===== src/rtl/vga_mode_sequencer.sv =====
// Sequences VGA resolution changes onto the config bus: each write is deferred to a
// frame boundary, confirmed by c_ready, retried once on timeout, and the confirmed mode tracked.
module vga_mode_sequencer #(
    parameter int unsigned               CONFIG_WIDTH    = 8,
    parameter logic [CONFIG_WIDTH-1:0]   ADDR_VGA_CONFIG = 8'h01,
    parameter int unsigned               TIMEOUT_CYCLES  = 16,
    parameter int unsigned               TIMER_WIDTH     = 5
) (
    input  logic                    clk,
    input  logic                    rst_n,
    input  logic                    req_valid,
    input  logic [1:0]              req_mode,
    output logic                    req_ready,
    input  logic                    frame_end,
    output logic                    c_valid,
    output logic [CONFIG_WIDTH-1:0] c_addr,
    output logic [CONFIG_WIDTH-1:0] c_data,
    input  logic                    c_ready,
    output logic                    busy,
    output logic [1:0]              cur_mode,
    output logic                    done,
    output logic                    mode_err,
    output logic                    timeout_err
);

    typedef enum logic [1:0] {
        S_IDLE       = 2'd0,
        S_WAIT_FRAME = 2'd1,
        S_ISSUE      = 2'd2,
        S_WAIT_ACK   = 2'd3
    } state_t;

    localparam logic [1:0] MODE_ILLEGAL = 2'b11;

    // The timer holds completed WAIT_ACK cycles, so this value means the current
    // cycle is the one that brings it to TIMEOUT_CYCLES.
    localparam logic [TIMER_WIDTH-1:0] TIMER_LAST = TIMER_WIDTH'(TIMEOUT_CYCLES - 1);

    state_t                  r_state;
    logic [1:0]              r_mode_latched;
    logic                    r_retry;
    logic [TIMER_WIDTH-1:0]  r_timer;
    logic [1:0]              r_cur_mode;
    logic                    r_c_valid;
    logic [CONFIG_WIDTH-1:0] r_c_addr;
    logic [CONFIG_WIDTH-1:0] r_c_data;
    logic                    r_busy;
    logic                    r_req_ready;
    logic                    r_done;
    logic                    r_mode_err;
    logic                    r_timeout_err;

    state_t                  w_state_next;
    logic [1:0]              w_mode_latched_next;
    logic                    w_retry_next;
    logic [TIMER_WIDTH-1:0]  w_timer_next;
    logic [1:0]              w_cur_mode_next;
    logic                    w_c_valid_next;
    logic [CONFIG_WIDTH-1:0] w_c_addr_next;
    logic [CONFIG_WIDTH-1:0] w_c_data_next;
    logic                    w_busy_next;
    logic                    w_done_next;
    logic                    w_mode_err_next;
    logic                    w_timeout_err_next;

    logic                    w_req_illegal;
    logic                    w_req_same;
    logic                    w_ack;
    logic                    w_timer_hit;

    assign w_req_illegal = req_valid && (req_mode == MODE_ILLEGAL);
    assign w_req_same    = req_valid && (req_mode != MODE_ILLEGAL) && (req_mode == r_cur_mode);
    assign w_ack         = (r_state == S_WAIT_ACK) && c_ready;
    assign w_timer_hit   = (r_state == S_WAIT_ACK) && !c_ready && (r_timer == TIMER_LAST);

    // State and registered outputs.
    always_ff @(posedge clk or negedge rst_n) begin
        if (!rst_n) begin
            r_state        <= S_IDLE;
            r_mode_latched <= 2'b00;
            r_retry        <= 1'b0;
            r_timer        <= '0;
            r_cur_mode     <= 2'b00;
            r_c_valid      <= 1'b0;
            r_c_addr       <= '0;
            r_c_data       <= '0;
            r_busy         <= 1'b0;
            r_req_ready    <= 1'b1;
            r_done         <= 1'b0;
            r_mode_err     <= 1'b0;
            r_timeout_err  <= 1'b0;
        end else begin
            // NOTE: non-blocking assignments so every register samples the pre-edge
            // values of its peers, independent of statement order.
            r_state        <= w_state_next;
            r_mode_latched <= w_mode_latched_next;
            r_retry        <= w_retry_next;
            r_timer        <= w_timer_next;
            r_cur_mode     <= w_cur_mode_next;
            r_c_valid      <= w_c_valid_next;
            r_c_addr       <= w_c_addr_next;
            r_c_data       <= w_c_data_next;
            r_busy         <= w_busy_next;
            r_req_ready    <= !w_busy_next;
            r_done         <= w_done_next;
            r_mode_err     <= w_mode_err_next;
            r_timeout_err  <= w_timeout_err_next;
        end
    end

    // Next-state logic.
    always_comb begin
        // NOTE: every target gets a default before the case so no path leaves it
        // unassigned, which would otherwise infer a latch.
        w_state_next        = r_state;
        w_mode_latched_next = r_mode_latched;
        w_retry_next        = r_retry;
        w_timer_next        = '0;
        unique case (r_state)
            S_IDLE: begin
                if (req_valid && !w_req_illegal && !w_req_same) begin
                    w_state_next        = S_WAIT_FRAME;
                    w_mode_latched_next = req_mode;
                    w_retry_next        = 1'b0;
                end
            end
            S_WAIT_FRAME: begin
                if (frame_end) begin
                    w_state_next = S_ISSUE;
                end
            end
            S_ISSUE: begin
                w_state_next = S_WAIT_ACK;
            end
            S_WAIT_ACK: begin
                if (c_ready) begin
                    w_state_next = S_IDLE;
                end else if (w_timer_hit) begin
                    // First timeout retries at the next frame; second gives up.
                    if (!r_retry) begin
                        w_retry_next = 1'b1;
                        w_state_next = S_WAIT_FRAME;
                    end else begin
                        w_state_next = S_IDLE;
                    end
                end else begin
                    w_timer_next = r_timer + 1'b1;
                end
            end
            default: begin
                w_state_next = S_IDLE;
            end
        endcase
    end

    // Output logic: next values of the registered outputs.
    always_comb begin
        w_c_valid_next     = (w_state_next == S_ISSUE);
        w_c_addr_next      = w_c_valid_next ? ADDR_VGA_CONFIG : '0;
        w_c_data_next      = w_c_valid_next ? CONFIG_WIDTH'(r_mode_latched) : '0;
        w_busy_next        = (w_state_next != S_IDLE);
        w_cur_mode_next    = w_ack ? r_mode_latched : r_cur_mode;
        w_done_next        = ((r_state == S_IDLE) && w_req_same) || w_ack;
        w_mode_err_next    = (r_state == S_IDLE) && w_req_illegal;
        w_timeout_err_next = w_timer_hit && r_retry;
    end

    assign req_ready   = r_req_ready;
    assign c_valid     = r_c_valid;
    assign c_addr      = r_c_addr;
    assign c_data      = r_c_data;
    assign busy        = r_busy;
    assign cur_mode    = r_cur_mode;
    assign done        = r_done;
    assign mode_err    = r_mode_err;
    assign timeout_err = r_timeout_err;

endmodule


===== config.mk =====
export PLATFORM = sky130hd
export DESIGN_NAME = vga_mode_sequencer
export DESIGN_NICKNAME = d
export VERILOG_FILES = /design/src/rtl/vga_mode_sequencer.sv
export SDC_FILE = /design/constraint.sdc
export NUM_CORES = 1
export LEC_CHECK = 0
export ABC_AREA = 1
export BUFFER_PORTS_ARGS = -buffer_cell sky130_fd_sc_hd__buf_4
export CAP_MARGIN = 20
export CORE_ASPECT_RATIO = 0.7
export CORE_MARGIN = 5
export CORE_UTILIZATION = 35
export DETAILED_ROUTE_END_ITERATION = 10
export SYNTH_ARGS = -nofsm -noshare
export SYNTH_HDL_FRONTEND = slang
export SYNTH_SLANG_ARGS = --single-unit

===== constraint.sdc =====
create_clock -name clk -period 1.52 [get_ports clk]
set_clock_uncertainty 0.2 [all_clocks]
set_input_delay 0.228 -clock clk [delete_from_list [all_inputs] [get_ports clk]]
set_output_delay 0.228 -clock clk [all_outputs]
set_load 0.02 [all_outputs]

==> results of run 1 <==
==> layer usage <==
metal	up-vias	wire, um	global-route usage	part of all wire
met3	2	158	0.04104	0.085
li1	334	-	-	-
met2	25	757	0.1254	0.41
met1	311	926	0.1424	0.50
met5	-	0	0	0
met4	0	6	0.02761	0.0032
==> tightest hold or removal path, stage by stage <==
cell	delay, ps
sky130_fd_sc_hd__buf_4	100
sky130_fd_sc_hd__nand2_1	50
sky130_fd_sc_hd__o21ai_0	60
==> final timing paths <==
kind	start	endpoint	slack, ps	cells past startpoint
max	r_timer[0]	req_ready	80	5
min	req_mode[0]	r_mode_latched[0]	9	3
max reg2reg	r_timer[0]	req_ready	80	5
min reg2reg	r_mode_latched[1]	r_mode_latched[1]	310	2
max in group asynchronous	rst_n	req_ready	670	2
min in group asynchronous	rst_n	busy	190	2
==> per-stage QoR <==
stage / hold slack, ps / instance area (um2)
2_1_floorplan: -267.6 / 1001
3_3_place_gp: -80.90 / 1066
6_report: 9.479 / 1172
4_1_cts: 4.699 / 1147
5_1_grt: 7.451 / 1172
3_5_place_dp: -79.79 / 1066
==> timing repair <==
action | CTS | global route
hold buffers | 1 | 0
setup endpoints to repair | 0 | 3
endpoints found under the hold margin | 20 | 0
gates resized for setup | 0 | 4
==> final cells by class <==
cell class / instances / area share
Timing Repair Buffer: 18 / 0.1174
Tap cell: 34 / 0.03629
Inverter: 15 / 0.04803
Clock buffer: 3 / 0.03522
Clock inverter: 1 / 0.02561
Sequential cell: 20 / 0.4280
Multi-Input combinational cell: 65 / 0.3095
==> where the power goes <==
group	switching, W	total, W	internal (W)
clock	0.000183	0.000535	0.000352
sequential	0.0000997	0.000783	0.000683
combinational	0.000451	0.000718	0.000267
total	0.000734	0.00204	0.00130
==> state kept, by name, indices dropped and copies added (netlist names) <==
register        cells
r_timer             5
c_data              2
cur_mode            2
r_mode_latched      2
r_state             2
busy                1
c_addr              1
done                1
mode_err            1
r_retry             1
req_ready           1
timeout_err         1
==> logic make-up after synthesis <==
logic type | share of synthesized area
and+or+nand+nor | 0.2003
buffers and inverters | 0.1689
DFF | 0.5249
AOI/OAI and AO/OA | 0.06152
xor gates and xnor gates | 0.02749
adders and majority gates | 0.01309
other | 0.003923
==> layout by cell type (no fill, tap or decap), types with 2 or more instances in the layout <==
cell	n
sky130_fd_sc_hd__dfrtp_1	19
sky130_fd_sc_hd__nand3_2	2
sky130_fd_sc_hd__nand3_1	6
sky130_fd_sc_hd__xnor2_1	2
sky130_fd_sc_hd__buf_4	17
sky130_fd_sc_hd__o21ai_0	6
sky130_fd_sc_hd__nand2_1	14
sky130_fd_sc_hd__nor2_1	9
sky130_fd_sc_hd__inv_2	2
sky130_fd_sc_hd__clkbuf_8	3
sky130_fd_sc_hd__conb_1	13
sky130_fd_sc_hd__nand2_2	3
sky130_fd_sc_hd__inv_1	13
==> run_summary.xml, run 1 <==
<?xml version="1.0" encoding="UTF-8"?>
<metrics>
  <group name="run_status">
    <metric name="outcome" unit="">finished, final reports clean</metric>
  </group>
  <group name="layout">
    <metric name="final_nets" unit="">131</metric>
    <metric name="area.sequential" unit="um2">501.7</metric>
    <metric name="antenna_cells" unit="">0</metric>
    <metric name="utilization" unit="">0.4627</metric>
    <metric name="final-instance-count-excl-fill" unit="">156</metric>
    <metric name="layout-area-overhead-vs-synth" unit="%">22.64</metric>
    <metric name="post_route_cells_drive_above_1_share" unit="">0.2705</metric>
    <metric name="fillerInstances" unit="">237</metric>
    <metric name="multi_input_comb_area" unit="um2">362.8</metric>
  </group>
  <group name="synthesis">
    <metric name="number_of_synthesized_register_bits" unit="">20</metric>
    <metric name="synthMostInstantiatedCell" unit="">sky130_fd_sc_hd__dfrtp_1</metric>
    <metric name="ys_seq_area_frac" unit="">0.5249</metric>
    <metric name="syn_avg_cell_area" unit="um2">9.372</metric>
    <metric name="synthesis.area" unit="um2">955.9</metric>
    <metric name="synth-warning-count" unit="">0</metric>
    <metric name="post_synth_top_area_share" unit="">0.4974</metric>
    <metric name="most_area_consuming_cells_after_synthesis" unit="">sky130_fd_sc_hd__dfrtp_1 50%, sky130_fd_sc_hd__buf_4 11%, sky130_fd_sc_hd__nand2_1 5.5%</metric>
    <metric name="synth_enable_flop_cells" unit="">0</metric>
    <metric name="synth.largest_area_cell" unit="">sky130_fd_sc_hd__dfrtp_1</metric>
    <metric name="synth.distinct_cells" unit="">23</metric>
    <metric name="synth-main-ff-cell" unit="">sky130_fd_sc_hd__dfrtp_1</metric>
    <metric name="synth-async-reset-ratio" unit="">1.000</metric>
    <metric name="synthesized_instance_count" unit="">102</metric>
    <metric name="synth.top_cells.by_count" unit="">19 x sky130_fd_sc_hd__dfrtp_1, 14 x sky130_fd_sc_hd__buf_4, 14 x sky130_fd_sc_hd__nand2_1</metric>
  </group>
  <group name="clock_tree">
    <metric name="clock_latency" unit="ps">260</metric>
    <metric name="clock_tree.buffer_depth" unit="">2</metric>
    <metric name="clockRootBuffer" unit="">sky130_fd_sc_hd__clkbuf_8</metric>
    <metric name="postCtsSetupRepairBufs" unit="">0</metric>
    <metric name="tritoncts.num_buffers" unit="">3</metric>
    <metric name="cts_tree" unit="">done</metric>
    <metric name="numClockSinks" unit="">20</metric>
    <metric name="cts.reportedPaths.clkPinSlew" unit="ps">80</metric>
    <metric name="h-tree-depth" unit="">1</metric>
  </group>
  <group name="global_routing">
    <metric name="grt_pass1_wl" unit="um">2663</metric>
    <metric name="first_global_vias" unit="">547</metric>
    <metric name="grt_overflow_total" unit="">0</metric>
    <metric name="number_of_antenna_violations_at_the_first_check_in_global_routing" unit="">0</metric>
    <metric name="groute.usage.overall" unit="">0.09647</metric>
    <metric name="largest_net_degree_at_the_start_of_global_routing" unit="">21</metric>
  </group>
  <group name="timing">
    <metric name="min_period_over_period" unit="">0.9454</metric>
    <metric name="hold_viol" unit="">0</metric>
    <metric name="worst_slack" unit="ps">83.07</metric>
    <metric name="setup_tns" unit="ps">0</metric>
    <metric name="maxClockFrequency" unit="MHz">695.9</metric>
    <metric name="setup-violations-final" unit="">0</metric>
    <metric name="layout_min_cycle_time" unit="ps">1437</metric>
    <metric name="slew_violations" unit="">0</metric>
    <metric name="rsz0062_at_grt" unit="">no</metric>
  </group>
  <group name="placement">
    <metric name="post-place-ws" unit="ps">8.113</metric>
    <metric name="buffer_ports.inserted" unit="">17</metric>
    <metric name="place_inst" unit="">151</metric>
    <metric name="post-dp-hpwl" unit="um">1410</metric>
    <metric name="place_congestion" unit="">0.8395</metric>
  </group>
  <group name="floorplanning">
    <metric name="core-area" unit="mm2">0.002534</metric>
    <metric name="die_width" unit="um">72.47</metric>
    <metric name="start_util" unit="">0.3773</metric>
    <metric name="fp.dieH" unit="um">53.73</metric>
    <metric name="floorplan.rows" unit="">15</metric>
    <metric name="i_o_pin_count" unit="">31</metric>
    <metric name="die_area" unit="mm2">0.003893</metric>
  </group>
  <group name="worst_setup_path">
    <metric name="worstPathBufferInverterCount" unit="">0</metric>
    <metric name="worst-endpoint-required" unit="ps">1510</metric>
    <metric name="cp_cell_sequence" unit="">ha_4, nand4_4, o21bai_2, nand3_1, nor3_2</metric>
    <metric name="critical_path.endpoint_type" unit="">register</metric>
    <metric name="startpoint_types" unit="">register</metric>
    <metric name="critical_path_arrival" unit="ps">1430</metric>
    <metric name="timing.setup.critical_path_class" unit="">register to register</metric>
    <metric name="timing.critical_path.fanout_max" unit="">3</metric>
    <metric name="cpMaxStageDelayCell" unit="">sky130_fd_sc_hd__dfrtp_1</metric>
    <metric name="timing.critical_path.max_delay_family" unit="">flip-flops</metric>
    <metric name="critical-path-max-stage-delay" unit="ps">410</metric>
  </group>
  <group name="detailed_routing">
    <metric name="wl_per_instance" unit="um">11.85</metric>
    <metric name="detail_route.vias_per_cell" unit="">4.308</metric>
    <metric name="drt-total-wl" unit="um">1848</metric>
    <metric name="via_count" unit="">672</metric>
    <metric name="detail_route.first_pass.iterations" unit="">6</metric>
    <metric name="ant_nets" unit="">0</metric>
    <metric name="drc" unit="">0</metric>
    <metric name="drt-initial-drc-count" unit="">32</metric>
  </group>
  <group name="power">
    <metric name="fin_total_pwr" unit="W">0.002036</metric>
    <metric name="irDropWorstVdd" unit="mV">0.8826</metric>
    <metric name="cellLeakagePower" unit="nW">0.6054</metric>
    <metric name="powerDensity" unit="mW/mm2">1736</metric>
  </group>
  <group name="min_path">
    <metric name="worst_hold_path_type" unit="">primary input to register</metric>
  </group>
  <group name="flow_run">
    <metric name="max_cap_violations" unit="">0</metric>
  </group>
</metrics>
Note: power is estimated with default switching activity, not from simulation.
==> inputs of run 2 (changes only) <==
BUFFER_PORTS_ARGS = not set   (was -buffer_cell sky130_fd_sc_hd__buf_4)
CTS_BUF_LIST = sky130_fd_sc_hd__clkbuf_8   (was not set)
DONT_BUFFER_PORTS = 1   (was not set)
==> run 2 against run 1 <==
  * Core utilization down 2.2 points
  * Maximum frequency up 0.69%
  * Sequential share of layout area up 2.1 points
  * Clock power down 3%
  * Combinational power down 24%
  * First-iteration DRC count up 28%
  * Largest power group unchanged
==> run_summary.xml, run 2 (synthesis results as in run 1) <==
<?xml version="1.0" encoding="UTF-8"?>
<metrics>
  <group name="placement">
    <metric name="place_inst" unit="">136</metric>
    <metric name="post-dp-hpwl" unit="um">1395</metric>
    <metric name="buffer_ports.inserted" unit="">0</metric>
    <metric name="place_congestion" unit="">0.7718</metric>
  </group>
  <group name="detailed_routing">
    <metric name="wl_met2" unit="um">794</metric>
    <metric name="detail_route.vias_per_cell" unit="">4.320</metric>
    <metric name="via_count" unit="">635</metric>
    <metric name="ant_nets" unit="">0</metric>
    <metric name="top_layer_used" unit="">met3</metric>
    <metric name="wl_per_instance" unit="um">12.75</metric>
    <metric name="met1_length" unit="um">926</metric>
    <metric name="detail_route.first_pass.iterations" unit="">4</metric>
    <metric name="drt-initial-drc-count" unit="">41</metric>
    <metric name="drt-total-wl" unit="um">1874</metric>
    <metric name="met3_wirelength" unit="um">154</metric>
    <metric name="drc" unit="">0</metric>
  </group>
  <group name="layout">
    <metric name="fillerInstances" unit="">257</metric>
    <metric name="utilization" unit="">0.4410</metric>
    <metric name="final-instance-count-excl-fill" unit="">147</metric>
    <metric name="largest_register_ffs" unit="">5</metric>
    <metric name="layout-area-overhead-vs-synth" unit="%">16.88</metric>
    <metric name="top_reg_by_flops" unit="">r_timer</metric>
    <metric name="layout_common_cells" unit="">19 x sky130_fd_sc_hd__dfrtp_1, 14 x sky130_fd_sc_hd__nand2_1, 13 x sky130_fd_sc_hd__inv_1, 13 x sky130_fd_sc_hd__conb_1, 9 x sky130_fd_sc_hd__nor2_1</metric>
    <metric name="area.sequential" unit="um2">501.7</metric>
    <metric name="antenna_cells" unit="">0</metric>
    <metric name="final_nets" unit="">122</metric>
    <metric name="layout_commonest_cell" unit="">sky130_fd_sc_hd__dfrtp_1</metric>
    <metric name="multi_input_comb_area" unit="um2">362.8</metric>
    <metric name="post_route_cells_drive_above_1_share" unit="">0.1770</metric>
  </group>
  <group name="floorplanning">
    <metric name="core-area" unit="mm2">0.002534</metric>
    <metric name="die_width" unit="um">72.47</metric>
    <metric name="start_util" unit="">0.3773</metric>
    <metric name="die_area" unit="mm2">0.003893</metric>
    <metric name="i_o_pin_count" unit="">31</metric>
    <metric name="fp.dieH" unit="um">53.73</metric>
    <metric name="floorplan.rows" unit="">15</metric>
  </group>
  <group name="power">
    <metric name="clock_power_share" unit="">0.268</metric>
    <metric name="irDropWorstVdd" unit="mV">0.6514</metric>
    <metric name="powerDensity" unit="mW/mm2">1734</metric>
    <metric name="share_seq_of_total_power" unit="">0.450</metric>
    <metric name="switching_part_of_the_total" unit="">0.3661</metric>
    <metric name="cellLeakagePower" unit="nW">0.5665</metric>
    <metric name="power_frac_comb" unit="">0.282</metric>
    <metric name="p_int" unit="W">0.001228</metric>
    <metric name="switchingPower" unit="W">0.0007092</metric>
  </group>
  <group name="clock_tree">
    <metric name="cts.reportedPaths.clkPinSlew" unit="ps">70</metric>
    <metric name="h-tree-depth" unit="">1</metric>
    <metric name="cts_tree" unit="">done</metric>
    <metric name="tritoncts.num_buffers" unit="">3</metric>
    <metric name="clockRootBuffer" unit="">sky130_fd_sc_hd__clkbuf_8</metric>
    <metric name="clock_latency" unit="ps">260</metric>
    <metric name="clock_tree.buffer_depth" unit="">2</metric>
    <metric name="numClockSinks" unit="">20</metric>
  </group>
  <group name="worst_setup_path">
    <metric name="rr_startpoint" unit="">r_timer[0]</metric>
    <metric name="timing.critical_path.fanout_max" unit="">3</metric>
    <metric name="worst-endpoint-required" unit="ps">1460</metric>
    <metric name="timing.setup.critical_path_class" unit="">register to register</metric>
    <metric name="critical_path_arrival" unit="ps">1370</metric>
    <metric name="worst_reg2reg_setup_slack" unit="ps">90</metric>
    <metric name="reg2reg_to" unit="">busy</metric>
    <metric name="crit_path_start" unit="">r_timer[0]</metric>
    <metric name="critical_path.endpoint_type" unit="">register</metric>
    <metric name="r2r.worst_path.cells" unit="">6</metric>
    <metric name="worstSetupEndpoint" unit="">busy</metric>
    <metric name="startpoint_types" unit="">register</metric>
  </group>
  <group name="min_path">
    <metric name="min_path_cells" unit="">3</metric>
    <metric name="worst_hold_path_type" unit="">primary input to register</metric>
  </group>
  <group name="timing">
    <metric name="hold_viol" unit="">0</metric>
    <metric name="timing.slew.headroom" unit="">0.3872</metric>
    <metric name="worstMarginPinSlew" unit="ps">916.2</metric>
    <metric name="setup-violations-final" unit="">0</metric>
    <metric name="layout_min_cycle_time" unit="ps">1427</metric>
    <metric name="maxClockFrequency" unit="MHz">700.7</metric>
    <metric name="slew_violations" unit="">0</metric>
    <metric name="min_period_over_period" unit="">0.9389</metric>
    <metric name="rsz0062_at_grt" unit="">yes</metric>
  </group>
  <group name="global_routing">
    <metric name="number_of_antenna_violations_at_the_first_check_in_global_routing" unit="">0</metric>
    <metric name="groute.usage.overall" unit="">0.1060</metric>
    <metric name="grt_pass1_wl" unit="um">3049</metric>
    <metric name="grt_overflow_total" unit="">0</metric>
    <metric name="first_global_vias" unit="">650</metric>
    <metric name="largest_net_degree_at_the_start_of_global_routing" unit="">21</metric>
  </group>
  <group name="flow_run">
    <metric name="max_cap_violations" unit="">0</metric>
  </group>
  <group name="run_status">
    <metric name="outcome" unit="">finished, final reports clean</metric>
  </group>
</metrics>
run 2: changes by cell type in the layout (fill, tap and decap cells not counted), sizes merged:
cell          delta
dlymetal6s4s     +1
buf             -13
dlygate4sd3      +3
run 2: how the worst min path moves through the flow:
| stage | startpoint | end | slack (ps) |
|---|---|---|---|
| after floorplan | rst_n | busy | -270 |
| after global placement | rst_n | cur_mode[1] | -270 |
| after detailed placement | rst_n | r_mode_latched[1] | -270 |
| after CTS | req_mode[0] | done | 3 |
| after global routing | req_mode[1] | done | 20 |
| final | req_mode[0] | done | 20 |
run 2: repair_timing:
action | CTS | global route
buffers inserted | 0 | 2
endpoints found under the hold margin | 25 | 0
gates resized for setup | 0 | 5
hold buffers | 5 | 0
setup endpoints to repair | 0 | 5
run 2: metrics by stage:
stage	area [um2]	total power, W	hold slack (ps)	setup TNS (ps)	setup WS, ps
finish	1117	0.001937	16.07	0	92.91
global route	1117	0.002079	24.47	-1.076	-1.076
CTS	1075	0.001948	2.616	0	6.524
detailed placement	953.4	0.001398	-267.1	0	7.853
global placement	953.4	0.001373	-267.2	0	67.41
floorplan	1001	0.001277	-267.6	0	158.0
run 2: power groups by stage:
stage | clock network, W | registers, W | logic [W]
after CTS | 0.000537 | 0.000871 | 0.000540
after floorplan | 0 | 0.000869 | 0.000408
after detailed placement | 0 | 0.000878 | 0.000520
after global placement | 0 | 0.000873 | 0.000500
after global routing | 0.000559 | 0.000897 | 0.000623
final | 0.000519 | 0.000872 | 0.000546
run 2: worst max-delay path, stage by stage, from the launching register on:
cell	delay, ps
sky130_fd_sc_hd__dfrtp_1	400
sky130_fd_sc_hd__ha_4	170
sky130_fd_sc_hd__nand4_4	120
sky130_fd_sc_hd__o21bai_2	180
sky130_fd_sc_hd__nand2_1	70
sky130_fd_sc_hd__nand2_1	90
sky130_fd_sc_hd__nand3b_1	90
run 2: layout make-up:
cell class                 instances  area share
tap                               34     0.03807
clock buffer                       3     0.03695
multi-input combinational         65      0.3247
timing repair buffer               9     0.07391
clock inverter                     1     0.02688
sequential                        20      0.4490
inverter                          15     0.05039
run 2: layer usage:
layer	up-vias	track usage
met5	-	0
met4	0	0.009202
met3	0	0.05970
met2	16	0.1586
met1	304	0.1393
li1	315	-
